### src/rtl/hazard_ctrl.sv
// hazard_ctrl: pipeline stall/flush sequencer with memory-wait freeze and mult/div busy tracking
module hazard_ctrl #(
  parameter int MD_LATENCY  = 32,
  parameter int STALL_CNT_W = 16
) (
  input  logic                   clk,
  input  logic                   rst,
  input  logic [4:0]             IFID_rs,
  input  logic [4:0]             IFID_rt,
  input  logic                   IFID_use_rs,
  input  logic                   IFID_use_rt,
  input  logic                   IFID_branch,
  input  logic                   IFID_taken,
  input  logic                   IFID_use_hilo,
  input  logic                   IDEXE_RFWr,
  input  logic                   IDEXE_load,
  input  logic [4:0]             IDEXE_rd,
  input  logic                   IDEXE_md_start,
  input  logic                   EXEMEM_load,
  input  logic [4:0]             EXEMEM_rd,
  input  logic                   dm_req,
  input  logic                   dm_ready,
  output logic                   PCWrite,
  output logic                   IFID_stall,
  output logic                   IFID_flush,
  output logic                   IDEXE_stall,
  output logic                   IDEXE_flush,
  output logic                   EXEMEM_stall,
  output logic                   MEMWB_flush,
  output logic                   md_busy,
  output logic [STALL_CNT_W-1:0] stall_cnt
);
  localparam int CW = $clog2(MD_LATENCY);
  localparam logic [CW-1:0] MD_LOAD = CW'(MD_LATENCY - 1);
  typedef enum logic {RUN, MEM_WAIT} state_t;
  state_t                 state_q, state_d;
  logic [CW-1:0]          md_cnt_q, md_cnt_d;
  logic                   md_busy_q, md_busy_d;
  logic [STALL_CNT_W-1:0] stall_cnt_q, stall_cnt_d;
  logic                   hit_ex, hit_mem, lu, br1, br2, hl, frz, dep, tkn, start;
  function automatic logic reads(input logic [4:0] rd, input logic [4:0] rs, input logic [4:0] rt,
                                 input logic use_rs, input logic use_rt);
    return rd != 5'd0 && ((use_rs && rs == rd) || (use_rt && rt == rd));
  endfunction
  assign hit_ex  = reads(IDEXE_rd, IFID_rs, IFID_rt, IFID_use_rs, IFID_use_rt);
  assign hit_mem = reads(EXEMEM_rd, IFID_rs, IFID_rt, IFID_use_rs, IFID_use_rt);
  assign lu  = IDEXE_load & hit_ex;
  assign br1 = IFID_branch & IDEXE_RFWr & hit_ex;
  assign br2 = IFID_branch & EXEMEM_load & hit_mem;
  assign hl  = IFID_use_hilo & (md_busy_q | IDEXE_md_start);
  // Controls are forced idle while rst is high so nothing from a pre-reset freeze leaks out.
  assign frz   = !rst & dm_req & !dm_ready;
  assign dep   = !rst & (lu | br1 | br2 | hl);
  assign tkn   = !rst & IFID_taken;
  assign start = IDEXE_md_start & !frz;
  always_comb begin
    PCWrite      = !(frz | dep);
    IFID_stall   = frz | dep;
    IFID_flush   = !frz & !dep & tkn;
    IDEXE_stall  = frz;
    IDEXE_flush  = !frz & dep;
    EXEMEM_stall = frz;
    MEMWB_flush  = frz;
    state_d      = state_q == RUN ? (frz ? MEM_WAIT : RUN) : (dm_ready ? RUN : MEM_WAIT);
    md_cnt_d     = start ? MD_LOAD : (md_cnt_q != '0 ? md_cnt_q - CW'(1) : md_cnt_q);
    md_busy_d    = start | (md_busy_q & (md_cnt_q != CW'(1)));
    stall_cnt_d  = (!PCWrite && !(&stall_cnt_q)) ? stall_cnt_q + STALL_CNT_W'(1) : stall_cnt_q;
  end
  always_ff @(posedge clk or posedge rst) begin
    if (rst) begin
      state_q     <= RUN;
      md_cnt_q    <= '0;
      md_busy_q   <= 1'b0;
      stall_cnt_q <= '0;
    end else begin
      state_q     <= state_d;
      md_cnt_q    <= md_cnt_d;
      md_busy_q   <= md_busy_d;
      stall_cnt_q <= stall_cnt_d;
    end
  end
  assign md_busy   = md_busy_q;
  assign stall_cnt = stall_cnt_q;
endmodule

### config.mk
export PLATFORM = sky130hd
export DESIGN_NAME = hazard_ctrl
export DESIGN_NICKNAME = d
export VERILOG_FILES = /design/src/rtl/hazard_ctrl.sv
export SDC_FILE = /design/constraint.sdc
export NUM_CORES = 1
export LEC_CHECK = 0
export BUFFER_PORTS_ARGS = -buffer_cell sky130_fd_sc_hd__buf_4
export CAP_MARGIN = 5
export CORE_ASPECT_RATIO = 1.5
export CORE_MARGIN = 2
export CORE_UTILIZATION = 53
export CTS_BUF_LIST = sky130_fd_sc_hd__clkbuf_16
export CTS_CLUSTER_DIAMETER = 80
export DETAILED_ROUTE_END_ITERATION = 10
export GPL_ROUTABILITY_DRIVEN = 1
export PLACE_DENSITY = 0.85
export REMOVE_ABC_BUFFERS = 1
export SKIP_LAST_GASP = 1
export SLEW_MARGIN = 20
export SYNTH_ARGS = -nofsm -noshare
export SYNTH_HDL_FRONTEND = slang
export SYNTH_SLANG_ARGS = --single-unit
export TNS_END_PERCENT = 5
### constraint.sdc
create_clock -name clk -period 5.22 [get_ports clk]
set_input_delay 1.044 -clock clk [delete_from_list [all_inputs] [get_ports clk]]
set_output_delay 1.044 -clock clk [all_outputs]
set_load 0.02 [all_outputs]
==> run_results.csv <==
group,metric,value,unit
power,switchingPower,191,uW
grt,grt_use_met2,0.456,
worst_setup_path,r2r-start,"stall_cnt[6]",
worst_hold_path,whs_endpoint,"md_busy",
grt,grt_pass1_wl,6310,um
timing,setup_viol,0,
grt,grt_busiest_layer,"met2",
timing,rsz0062_at_grt,"no",
synth,ys_seq_elements,22,
layout,diodes,0,
worst_setup_path,slowest_stage,"or4_2",
worst_hold_path,worstHoldStart,"md_busy",
worst_setup_path,max_stage_delay,650,ps
worst_setup_path,reg2reg_depth,6,
layout,finalNonFillerCells,241,
clocking,post_cts_buffers,0,
timing,skew,2.53,ps
worst_setup_path,crit_required,4180,ps
clocking,cts_tree,"yes",
clocking,cts_buffer_depth,2,
layout,final_core_util,0.755,
floorplan,fp.dieH,69.8,um
timing,max_freq,0.250,GHz
synth,async_flop_share,1.00,
worst_setup_path,cp_max_fo,17,
grt,antenna_found_initial,0,
power,p_clk_frac,0.280,
worst_hold_path,min_path_cells,2,
synth,synth.cell_area,1530,sq um
power,intPower,395,uW
status,status,"finished, final reports clean",
timing,setup_tns,0,ps
timing,finalHoldViolations,0,
clocking,path_clk_slew,60,ps
synth,ys.flop_type,"dfrtp_1",
detailed_routing,drt_iter0_drc,29,
clocking,clock_latency,260,ps
timing,fin_ws,1210,ps
floorplan,coreArea,2710,sq um
layout,area.growth.synth_to_final,33.3,%
placement,dp_slack,1240,ps
clocking,hold_buffers,0,
flow_run,cap_viol_max_count,0,
worst_setup_path,endpoint_kind,"output port",
clocking,htreeDepth,1,
synth,synth_cells,147,
clocking,clkSinkCount,22,
grt,grt_pass1_vias,1420,
timing,worst_pin_slew,788,ps
power,sw_frac_of_total,0.326,
worst_setup_path,path_class,"in2out",
floorplan,start_util,0.566,
synth,ys_types,35,
floorplan,rows,23,
worst_setup_path,arrival,2960,ps
clocking,cts_resized,0,
power,power.total,585,uW
detailed_routing,firstDrtPassIters,4,
floorplan,ioPinCount,57,
layout,final_common_cell,"buf_4",
clocking,cts_buffers,3,
worst_setup_path,rrSetupSlack,2630,ps
timing,fin_crit_sh,0.768,
placement,port_buffers,56,
placement,place_inst,237,
worst_setup_path,path_common_cell,"buf_4",
grt,grt_use_total,0.263,
worst_hold_path,worstHoldPathType,"reg2reg",
floorplan,die_width,47.9,um
worst_setup_path,crit_chain,"buf_4 > or4_2 > nor2_1 > a2111o_1 > nand4_4 > inv_1 > and3_1 > buf_4",
detailed_routing,routed_wl,4130,um
timing,max-slew-margin-rel,0.473,
grt,grt_max_degree,18,
synth,synth-seq-area-share,0.359,
layout,finalNetCount,242,
layout,layout-drive-gt1-share,0.387,
grt,grt.met1_usage,0.288,
detailed_routing,drc,0,
power,leakage,0.000966,uW
clocking,cts_root_buf,"clkbuf_16",
detailed_routing,via_per_inst,5.67,
power,sequentialPowerShare,0.389,
detailed_routing,wl_per_cell,17.1,um
grt,met3_usage,0.0469,
placement,dp_hpwl,3090,um
synth,synth_edf_count,0,
placement,routabilityCongestion,0.736,
grt,overflow,0,
layout,layout_common_cells,"buf_4, xnor2_1, dfrtp_1, and3_1, nand2_1",
synth,syn_avg_cell_area,10.4,sq um
timing,period_needed,4010,ps
power,power_density,287,nW/um^2
synth,ys_warn_count,0,
layout,fillers,212,
worst_setup_path,rr_endpoint,"stall_cnt[1]",
power,comb_power_share,0.331,
worst_setup_path,crit_path_start_kind,"primary input",
detailed_routing,antenna_left,0,
detailed_routing,dr_total_vias,1366,
floorplan,dieArea,3340,sq um
timing,report.final.slew_viol_count,0,
power,vdd_drop_max,0.364,mV
-- power groups by stage --
stage	logic (uW)	clock network, uW	registers [uW]
after CTS	194	166	227
after detailed placement	192	0	229
after floorplan	81.4	0	252
final	194	164	228
after global placement	187	0	227
after global routing	206	170	233
-- sequential cells by signal (all words and copies together) (netlist names) --
signal and count:
md_cnt_q 5, stall_cnt 16, md_busy 1
-- Yosys cell counts, types with 2 or more instances --
library cell | instances | area (sq um)
xnor2_1 | 26 | 228
dfrtp_1 | 22 | 551
and3_1 | 13 | 81.3
nand2_1 | 12 | 45.0
nand3_2 | 8 | 80.1
xor2_1 | 8 | 70.1
inv_1 | 7 | 26.3
nand3_1 | 6 | 30.0
nand4_1 | 5 | 31.3
ha_1 | 4 | 50.1
and2_1 | 3 | 18.8
buf_4 | 3 | 22.5
nand4_4 | 3 | 63.8
mux2_4 | 2 | 30.0
nor2_1 | 2 | 7.51
nor3_1 | 2 | 10.0
nor4_1 | 2 | 12.5
o21ai_0 | 2 | 10.0
-- area by class of cell --
class                           instances  area (sq um)  share of cell area
Clock buffer                            3          75.1              0.0368
Multi-Input combinational cell        114           912               0.447
Sequential cell                        22           551               0.270
Clock inverter                          1          3.75             0.00184
Timing Repair Buffer                   57           428               0.210
Tap cell                               37          46.3              0.0227
Inverter                                7          26.3              0.0129
-- critical path, delay by kind of cell --
family                 cells  cell delay (ps)
buffers and inverters      3              450
and+or+nand+nor            4             1290
AOI/OAI and AO/OA          1              180
-- cell families (layout without fill, tap and decap cells) --
kind of cell,after synthesis,count (layout),synth area share
AO/OA/AOI/OAI,11,11,0.0572
XOR/XNOR,35,35,0.205
adder cells (fa/ha/maj),4,4,0.0327
buffers and inverters,11,68,0.0449
flip-flops,22,22,0.359
multiplexers,2,2,0.0196
AND/OR/NAND/NOR,62,62,0.281
-- worst max-delay path by stage --
stage                     start         end  slack (ps)  depth (start not counted)
global placement    IDEXE_rd[1]  IFID_flush        1300                          8
finish              IDEXE_rd[1]  IFID_flush        1210                          8
detailed placement  IDEXE_rd[1]  IFID_flush        1240                          8
global route                rst  IFID_flush        1090                          8
floorplan           IDEXE_rd[1]  IFID_flush        1300                          6
CTS                 IDEXE_rd[1]  IFID_flush        1210                          8
-- routing by layer --
metal  routed length (um)  vias up
met5                    0        -
met2                 2210       63
met4                   86        0
met3                  303        8
met1                 1530      663
li1                     -      632
-- metrics by stage --
stage | cell area, sq um | hold WS (ps)
5_1_grt | 2040 | 522
3_3_place_gp | 1960 | 480
6_report | 2040 | 505
3_5_place_dp | 1960 | 484
2_1_floorplan | 1490 | 503
4_1_cts | 2040 | 506
Power figures use the tool's default switching activity.
